**config.mk**
```make
export PLATFORM = sky130hd
export DESIGN_NAME = elevator_ctrl
export DESIGN_NICKNAME = d
export VERILOG_FILES = /design/src/rtl/elevator_pkg.sv /design/src/rtl/elevator_req_tracker.sv /design/src/rtl/elevator_ctrl.sv
export SDC_FILE = /design/constraint.sdc
export NUM_CORES = 1
export LEC_CHECK = 0
export ABC_AREA = 1
export ABC_CLOCK_PERIOD_IN_PS = 3050
export CAP_MARGIN = 20
export CORE_MARGIN = 2
export CORE_UTILIZATION = 45
export DETAILED_ROUTE_END_ITERATION = 10
export GPL_TIMING_DRIVEN = 0
export PLACE_DENSITY = 0.69
export SLEW_MARGIN = 0
export SYNTH_ARGS = -nofsm -noshare
export SYNTH_HDL_FRONTEND = slang
export SYNTH_SLANG_ARGS = --single-unit
```
**constraint.sdc**
```tcl
create_clock -name clk -period 3.05 [get_ports clk]
set_clock_uncertainty 0.1 [all_clocks]
set_input_delay 0.61 -clock clk [delete_from_list [all_inputs] [get_ports clk]]
set_output_delay 0.61 -clock clk [all_outputs]
set_load 0.01 [all_outputs]
```
**src/rtl/elevator_pkg.sv**
```systemverilog
// Shared types and constants for the LOOK-scheduled elevator controller.
package elevator_pkg;

  typedef enum logic [1:0] {
    IDLE,
    MOVE_UP,
    MOVE_DOWN,
    DOOR_OPEN
  } elevator_state_t;

  localparam logic DIR_UP   = 1'b1;
  localparam logic DIR_DOWN = 1'b0;

  // Both timers share one width, wide enough for the longer of the two periods.
  function automatic int cnt_width(input int travel, input int door);
    int longest;
    longest = (travel > door) ? travel : door;
    return $clog2(longest + 1);
  endfunction

endpackage

```
**src/rtl/elevator_req_tracker.sv**
```systemverilog
// Outstanding-request bitmap with set/clear ports and above/below summaries
// relative to the car position.
module elevator_req_tracker
  import elevator_pkg::*;
#(
  parameter int NUM_FLOORS = 8,
  parameter int FLOOR_W    = $clog2(NUM_FLOORS)
) (
  input  logic                  i_clk,
  input  logic                  i_rst_n,
  input  logic                  i_set_en,
  input  logic [FLOOR_W-1:0]    i_set_floor,
  input  logic                  i_clr_en,
  input  logic [FLOOR_W-1:0]    i_clr_floor,
  input  logic [FLOOR_W-1:0]    i_curr_floor,
  input  logic [FLOOR_W-1:0]    i_query_floor,
  output logic [NUM_FLOORS-1:0] o_pending,
  output logic                  o_any_above,
  output logic                  o_any_below,
  output logic                  o_query_hit
);

  logic [NUM_FLOORS-1:0] r_pending;
  logic [NUM_FLOORS-1:0] w_set_vec;
  logic [NUM_FLOORS-1:0] w_clr_vec;
  logic [NUM_FLOORS-1:0] w_query_vec;
  logic [NUM_FLOORS-1:0] w_above_mask;
  logic [NUM_FLOORS-1:0] w_below_mask;

  // Index comparisons instead of shifted masks so no floor value can overflow.
  always_comb begin
    w_set_vec    = '0;
    w_clr_vec    = '0;
    w_query_vec  = '0;
    w_above_mask = '0;
    w_below_mask = '0;
    for (int i = 0; i < NUM_FLOORS; i++) begin
      w_set_vec[i]    = i_set_en && (int'(i_set_floor) == i);
      w_clr_vec[i]    = i_clr_en && (int'(i_clr_floor) == i);
      w_query_vec[i]  = (int'(i_query_floor) == i);
      w_above_mask[i] = (i > int'(i_curr_floor));
      w_below_mask[i] = (i < int'(i_curr_floor));
    end
  end

  // A clear on the same edge as a set for that floor wins.
  always_ff @(posedge i_clk) begin
    if (!i_rst_n) begin
      r_pending <= '0;
    end else begin
      r_pending <= (r_pending | w_set_vec) & ~w_clr_vec;
    end
  end

  assign o_pending   = r_pending;
  assign o_any_above = |(r_pending & w_above_mask);
  assign o_any_below = |(r_pending & w_below_mask);
  assign o_query_hit = |(r_pending & w_query_vec);

endmodule

```
**src/rtl/elevator_ctrl.sv**
```systemverilog
// LOOK-policy elevator FSM: moves floor by floor with timed travel and door
// dwell, serving requests held in the tracker bitmap.
module elevator_ctrl
  import elevator_pkg::*;
#(
  parameter int NUM_FLOORS    = 8,
  parameter int FLOOR_W       = $clog2(NUM_FLOORS),
  parameter int TRAVEL_CYCLES = 4,
  parameter int DOOR_CYCLES   = 6
) (
  input  logic                  clk,
  input  logic                  rst_n,
  input  logic                  req_valid,
  input  logic [FLOOR_W-1:0]    req_floor,
  input  logic                  door_hold,
  output logic [FLOOR_W-1:0]    curr_floor,
  output logic                  dir_up,
  output logic                  moving,
  output logic                  door_open,
  output logic                  arrive,
  output logic                  req_err,
  output logic [NUM_FLOORS-1:0] pending
);

  localparam int CNT_W = cnt_width(TRAVEL_CYCLES, DOOR_CYCLES);
  localparam logic [CNT_W-1:0] TRAVEL_LAST = CNT_W'(TRAVEL_CYCLES - 1);
  localparam logic [CNT_W-1:0] DOOR_LAST   = CNT_W'(DOOR_CYCLES - 1);

  elevator_state_t    r_state;
  logic [FLOOR_W-1:0] r_curr_floor;
  logic               r_dir_up;
  logic               r_moving;
  logic               r_door_open;
  logic               r_arrive;
  logic               r_req_err;
  logic [CNT_W-1:0]   r_travel_cnt;
  logic [CNT_W-1:0]   r_dwell_cnt;

  logic               w_req_ok;
  logic               w_req_at_curr;
  logic               w_set_en;
  logic               w_travel_done;
  logic [FLOOR_W-1:0] w_next_floor;
  logic               w_next_hit;
  logic               w_clr_en;
  logic               w_any_above;
  logic               w_any_below;
  logic               w_pick_up;

  assign w_req_ok      = req_valid && (int'(req_floor) < NUM_FLOORS);
  assign w_req_at_curr = w_req_ok && (req_floor == r_curr_floor);
  // A request for the floor the stationary car is at is served by the door, not stored.
  assign w_set_en      = w_req_ok && !(w_req_at_curr && (r_state == IDLE || r_state == DOOR_OPEN));
  assign w_travel_done = (r_state == MOVE_UP || r_state == MOVE_DOWN) && (r_travel_cnt == TRAVEL_LAST);
  assign w_next_floor  = (r_state == MOVE_DOWN) ? r_curr_floor - 1'b1 : r_curr_floor + 1'b1;
  assign w_clr_en      = w_travel_done && w_next_hit;
  // LOOK choice: keep the current heading while work remains on that side.
  assign w_pick_up     = r_dir_up ? w_any_above : !w_any_below;

  elevator_req_tracker #(
    .NUM_FLOORS (NUM_FLOORS),
    .FLOOR_W    (FLOOR_W)
  ) u_tracker (
    .i_clk         (clk),
    .i_rst_n       (rst_n),
    .i_set_en      (w_set_en),
    .i_set_floor   (req_floor),
    .i_clr_en      (w_clr_en),
    .i_clr_floor   (w_next_floor),
    .i_curr_floor  (r_curr_floor),
    .i_query_floor (w_next_floor),
    .o_pending     (pending),
    .o_any_above   (w_any_above),
    .o_any_below   (w_any_below),
    .o_query_hit   (w_next_hit)
  );

  always_ff @(posedge clk) begin
    if (!rst_n) begin
      r_state      <= IDLE;
      r_curr_floor <= '0;
      r_dir_up     <= DIR_UP;
      r_moving     <= 1'b0;
      r_door_open  <= 1'b0;
      r_arrive     <= 1'b0;
      r_req_err    <= 1'b0;
      r_travel_cnt <= '0;
      r_dwell_cnt  <= '0;
    end else begin
      r_arrive  <= 1'b0;
      r_req_err <= req_valid && !w_req_ok;
      case (r_state)
        IDLE: begin
          if (w_req_at_curr) begin
            r_state     <= DOOR_OPEN;
            r_door_open <= 1'b1;
            r_dwell_cnt <= '0;
          end else if (w_any_above || w_any_below) begin
            r_state      <= w_pick_up ? MOVE_UP : MOVE_DOWN;
            r_dir_up     <= w_pick_up ? DIR_UP : DIR_DOWN;
            r_moving     <= 1'b1;
            r_travel_cnt <= '0;
          end
        end
        MOVE_UP, MOVE_DOWN: begin
          if (w_travel_done) begin
            r_travel_cnt <= '0;
            r_curr_floor <= w_next_floor;
            if (w_next_hit) begin
              r_state     <= DOOR_OPEN;
              r_moving    <= 1'b0;
              r_door_open <= 1'b1;
              r_arrive    <= 1'b1;
              r_dwell_cnt <= '0;
            end
          end else begin
            r_travel_cnt <= r_travel_cnt + 1'b1;
          end
        end
        DOOR_OPEN: begin
          if (door_hold || w_req_at_curr) begin
            r_dwell_cnt <= '0;
          end else if (r_dwell_cnt == DOOR_LAST) begin
            r_dwell_cnt <= '0;
            r_door_open <= 1'b0;
            if (w_any_above || w_any_below) begin
              r_state      <= w_pick_up ? MOVE_UP : MOVE_DOWN;
              r_dir_up     <= w_pick_up ? DIR_UP : DIR_DOWN;
              r_moving     <= 1'b1;
              r_travel_cnt <= '0;
            end else begin
              r_state <= IDLE;
            end
          end else begin
            r_dwell_cnt <= r_dwell_cnt + 1'b1;
          end
        end
        default: r_state <= IDLE;
      endcase
    end
  end

  assign curr_floor = r_curr_floor;
  assign dir_up     = r_dir_up;
  assign moving     = r_moving;
  assign door_open  = r_door_open;
  assign arrive     = r_arrive;
  assign req_err    = r_req_err;

endmodule

```
# Word-level counts from Yosys, hierarchy flattened
# Cells that the tools add are included.
# classes
addsub	4
order_cmp	14
n_eq_ne	27
mux	43
bitwise	6
reduce_logical	43
# op_table
op	n
2-to-1 mux 3 bit	11
== test 3 bit (second input constant)	9
AND 8 bit	3
OR reduction 8 bit	3
logical AND 1 bit	21
2-to-1 mux 1 bit	18
case mux 3 bit (3 select lines)	2
2-to-1 mux 2 bit	8
== test 3 x 2 -> 1 bit (second input constant)	5
AND reduction 5 bit	3
> comparator 3 bit (first input constant)	4
inequality test 2 bit (second input constant)	5
adder 3 x 1 -> 3 bit (second input constant)	3
< comparator 3 bit (first input constant)	3
AND reduction 3 bit	3
AND 8 x 7 -> 8 bit	1
NOT 8 bit	1
bitwise OR 8 bit	1
== test 3 x 1 -> 1 bit (second input constant)	2
> comparator 2 x 3 -> 1 bit (first input constant)	2
logical NOT 3 bit	2
< comparator 1 x 3 -> 1 bit (first input constant)	2
< comparator 2 x 3 -> 1 bit (first input constant)	2
case mux 1 bit (3 select lines)	2
other kinds (16)	21
# totals
reg_bits	23
in_bits	7
output_inout_bits	16
word_cells	146

# Longest topological paths before layout
# logic_depth
word_depth	10
ltp_mapped	16
depth_no_buf	15

# Modules after synthesis
# Synthesis repeated with hierarchy kept, for this count alone.
# hier_totals
hier_cells	278
area_unflattened_um2	1670.4
# modules_own_cells
module	n_inst	cells_per_inst	area_per_inst_um2	seq_area_each_um2
elevator_ctrl	1	165	1051.0	300.3
elevator_req_tracker	1	113	619.3	160.2

# Worst setup path after synthesis
# OpenSTA, ideal clock, no wires.
# synth_path
path_kind	flip-flop to flip-flop
from	register r_curr_floor[1] (netlist: curr_floor[1])
to	register u_tracker.r_pending[3] (netlist: u_tracker.o_pending[3])
setup_time_ps	110
t_arrival_ps	1927
required_ps	2840
path_slack_ps	913
path_stages_with_launch	12
path_buffers	0
synth_period_minus_slack_ps	2137
cell_sequence	dfxtp_1 -> ha_1 -> ha_1 -> or2_2 -> nand2_4 -> nand3_1 -> nand2_2 -> nor2_4 -> a21oi_4 -> nand3_1 -> nand3_1 -> inv_1
# synth_between
elab_chain_cells	9
elab_cells_between_ends	24
cone_classes	add/sub (2); eq/ne (8); mux (1); bitwise (4); reduce/logical (9)
# synth_lines
element	line_no	rtl
from (decl)	elevator_ctrl.sv:30	logic [FLOOR_W-1:0] r_curr_floor;
from (signal assigned)	elevator_ctrl.sv:108	r_curr_floor <= w_next_floor;
adder 3 x 1 -> 3 bit or subtractor 3 x 1 -> 3 bit (tied branches)	elevator_ctrl.sv:55	assign w_next_floor = (r_state == MOVE_DOWN) ? r_curr_floor - 1'b1 : r_curr_floor + 1'b1;
2-to-1 mux 3 bit	elevator_ctrl.sv:55	
== test 3 x 2 -> 1 bit, or another cell as far along	elevator_req_tracker.sv:40	w_query_vec[i] = (int'(i_query_floor) == i);
AND 8 bit	elevator_req_tracker.sv:58	assign o_query_hit = |(r_pending & w_query_vec);
OR reduction 8 bit	elevator_req_tracker.sv:58	
logical AND 1 bit	elevator_ctrl.sv:56	assign w_clr_en = w_travel_done && w_next_hit;
logical AND 1 bit	elevator_req_tracker.sv:39	w_clr_vec[i] = i_clr_en && (int'(i_clr_floor) == i);
NOT 8 bit	elevator_req_tracker.sv:51	r_pending <= (r_pending | w_set_vec) & ~w_clr_vec;
AND 8 bit (*)	elevator_req_tracker.sv:51	
to (signal assigned)	elevator_req_tracker.sv:51	
to (decl)	elevator_req_tracker.sv:23	logic [NUM_FLOORS-1:0] r_pending;
# Mark *: on every way between the ends. The rest lies on a longest branch, timed or not.
# A chain may end at the register's enable or synchronous reset.

# Final worst setup path
# layout_path
from	register r_curr_floor[1] (netlist: curr_floor[1])
to	register u_tracker.r_pending[0] (netlist: u_tracker.o_pending[0])
# layout_between
elab_chain_cells	9
elab_cells_between_ends	24
cone_classes	add/sub (2); eq/ne (8); mux (1); bitwise (4); reduce/logical (9)
# layout_lines
element	line_no
adder 3 x 1 -> 3 bit or subtractor 3 x 1 -> 3 bit (tied branches)	elevator_ctrl.sv:55
2-to-1 mux 3 bit	elevator_ctrl.sv:55
== test 3 x 2 -> 1 bit, or another cell as far along	elevator_req_tracker.sv:40
AND 8 bit	elevator_req_tracker.sv:58
OR reduction 8 bit	elevator_req_tracker.sv:58
logical AND 1 bit	elevator_ctrl.sv:56
logical AND 1 bit	elevator_req_tracker.sv:39
NOT 8 bit	elevator_req_tracker.sv:51
AND 8 bit (*)	elevator_req_tracker.sv:51
# Marked as above.

==> reports/results.ini <==
[routing]
vias=1737
firstDrtPassIters=5
ant_nets=0
drt_iter0_drc=81
routedWlPerCell_um=11.5
postRouteWirelength_um=4040
drc=0
routed_via_density=4.92

[power_and_ir_drop]
p_int_mw=0.680
powerDensity_nw_per_um2=597
p_total_mw=1.23
peakVddDrop_mv=0.217
switching_share_pct=44.8
combPwrFrac_pct=52.4
p_leak_nw=1.06
p_sw_mw=0.551
p_clk_share_pct=16.4
pwr-share-seq_pct=31.3

[setup_path]
reg2reg_from=curr_floor[1]
crit_type=reg -> reg
cp-end-kind=flop
critPathRequiredTime_ns=3.13
r2r_slack_ns=0.68
reg2regPathDepth=11
path_max_fanout=10
start_kind=flop
cp.arrival_ns=2.45
worstReg2RegEnd=u_tracker.o_pending[0]

[global_route]
grt.total_usage_pct=19.9
grt-ovfl-total=0
grt_start_max_net_pins=14
grt_pass1_wl_um=6630
antenna_found_initial=0
grt_pass1_vias=1470

[synth]
syn_nets=297
synthDominantCellAreaShare_pct=26.2
synthArstFlopShare_pct=0
syn_area_per_cell_um2=6.25
synth_commonest_cells=nand2_1 (72), inv_1 (46), nand3_1 (31)
synth.largest_area_cell=dfxtp_1
synth_cell_types=27
synth_warnings=0
synthCells=281
synth.most_common_cell=nand2_1
syn_area_um2=1760
yosysSeqAreaShare_pct=26.2
synth_seq_cells=23
synth_edf_count=0
synth_top_flop_cell=dfxtp_1
synth.area.top_cells=dfxtp_1 (26%), nand2_1 (15%), inv_1 (9.8%), nand3_1 (8.8%), ha_1 (6.4%)

[sta]
fin_crit_sh_pct=77.7
min_period_ns=2.37
setup_viol=0
fmax_mhz=422
hold_viol_final=0
drv_slew=0
hold-worst-slack_ns=0.348
rsz0062_at_grt=false
setup_tns_ns=0

[clock_tree]
cts_resized=0
clock-root-buffer=clkbuf_8
post_cts_buffers=0
tritoncts=yes
cts.clk_slew.worst_paths_ns=0.09
clk_latency_ns=0.27
htree_num_levels=1
cts.sinks=23
hold_buffers=0
clock_path_buffers=2
cts_buffers=3

[status]
status=complete, no violations

[floorplanning]
rows=22
ios=23
design.die.area_um2=4420
die_y_um=66.5
start_util_pct=47.3
die_w_um=66.5
core_area_um2=3720

[flow_run]
max-cap-violations=0

[layout]
antenna_cells=0
area.sequential_um2=460
fill_cells=390
fin_area_um2=2060
final_layout_size_suffix_gt1_share_pct=11.8
area_growth_pct=17.5
fin_nets=322
multiInputGateArea_um2=1070

[min_path]
hp-class=reg -> reg
whs_path_depth=2
min_from=moving
min_to=moving

[place]
globalplace.congestion=0.864
dpl-instance-area_um2=2020
dp_hpwl_um=3110
port_buffers=20

[layout make-up]
cell class	count	share of cell area, %
sequential	23	22.3
clock buffer	3	2.00
clock inverter	1	0.243
buffer	5	1.70
tap	48	2.91
multi-input combinational	203	52.0
timing repair buffer	20	9.70
inverter	50	9.10
[power groups by stage]
stage / registers, mW / clock network (mW) / logic (mW)
2_1_floorplan: 0.395 / 0 / 0.486
3_3_place_gp: 0.391 / 0 / 0.629
3_5_place_dp: 0.393 / 0 / 0.639
4_1_cts: 0.385 / 0.211 / 0.642
5_1_grt: 0.392 / 0.220 / 0.732
6_report: 0.385 / 0.201 / 0.645
[sequential cells by signal, indices dropped and copies added (netlist names)]
register and flops:
arrive 1, curr_floor 3, dir_up 1, door_open 1
moving 1, r_dwell_cnt 3, r_state 2, r_travel_cnt 3
u_tracker.o_pending 8
[worst max-delay path: stages (launching register included)]
cell and delay (ns):
dfxtp_1 0.55, ha_1 0.23, ha_1 0.23, or2_2 0.30, nand2_4 0.12, nand3_1 0.09
nand2_2 0.10, nor2_4 0.05, a21oi_4 0.26, nand3_1 0.11, nand3_1 0.08, inv_1 0.04
[cells in the final DEF, fill, tap and decap left out, types with 2 or more instances in the layout]
master / netlist / routed
ha_1: 9 / 9
clkbuf_8: 0 / 3
inv_2: 4 / 4
o21bai_1: 3 / 3
nor2_4: 4 / 4
a21oi_1: 7 / 7
nor2_2: 4 / 4
nand2_4: 3 / 3
inv_1: 46 / 46
dfxtp_1: 23 / 23
nand2_1: 72 / 72
nor3_1: 3 / 3
o21ai_0: 20 / 20
nand4_1: 4 / 4
o2111ai_1: 2 / 2
buf_4: 3 / 3
nor2_1: 27 / 27
nand2_2: 6 / 6
nand3_2: 2 / 2
clkdlybuf4s50_1: 0 / 20
nand3_1: 31 / 31
[worst max-delay path by stage]
stage | from | endpoint | slack (ns) | cells past startpoint
after floorplan | curr_floor[1] | u_tracker.o_pending[3] | 0.91 | 11
after global placement | req_floor[1] | u_tracker.o_pending[5] | 0.62 | 12
after detailed placement | req_floor[1] | dir_up | 0.60 | 12
after CTS | curr_floor[1] | u_tracker.o_pending[6] | 0.66 | 11
after global routing | curr_floor[0] | u_tracker.o_pending[3] | 0.45 | 14
final | curr_floor[1] | u_tracker.o_pending[0] | 0.68 | 11
[routing by layer]
metal | vias to the layer above | wire [um] | part of all wire (%) | global-route usage, %
met1 | 742 | 2020 | 50 | 28.6
met3 | 6 | 227 | 5.6 | 2.70
li1 | 932 | - | - | -
met4 | 0 | 72 | 1.8 | 7.14
met5 | - | 0 | 0 | 0
met2 | 57 | 1730 | 43 | 30.0
[cells by family after synthesis]
group,synth area share (%)
fa+ha+maj,6.41
flops,26.2
simple gates,42.8
compound gates,11.7
other cells,0.213
buf+inv,12.7
[through the flow]
stage | utilization (%) | setup WS, ns | std cells
after floorplan | - | 0.913 | 281
after global placement | 54.3 | 0.622 | 349
after detailed placement | 54.3 | 0.596 | 349
after CTS | 55.5 | 0.655 | 353
after global routing | 55.5 | 0.446 | 353
final | 55.5 | 0.681 | 353
Note: power is estimated with default switching activity, not from simulation.
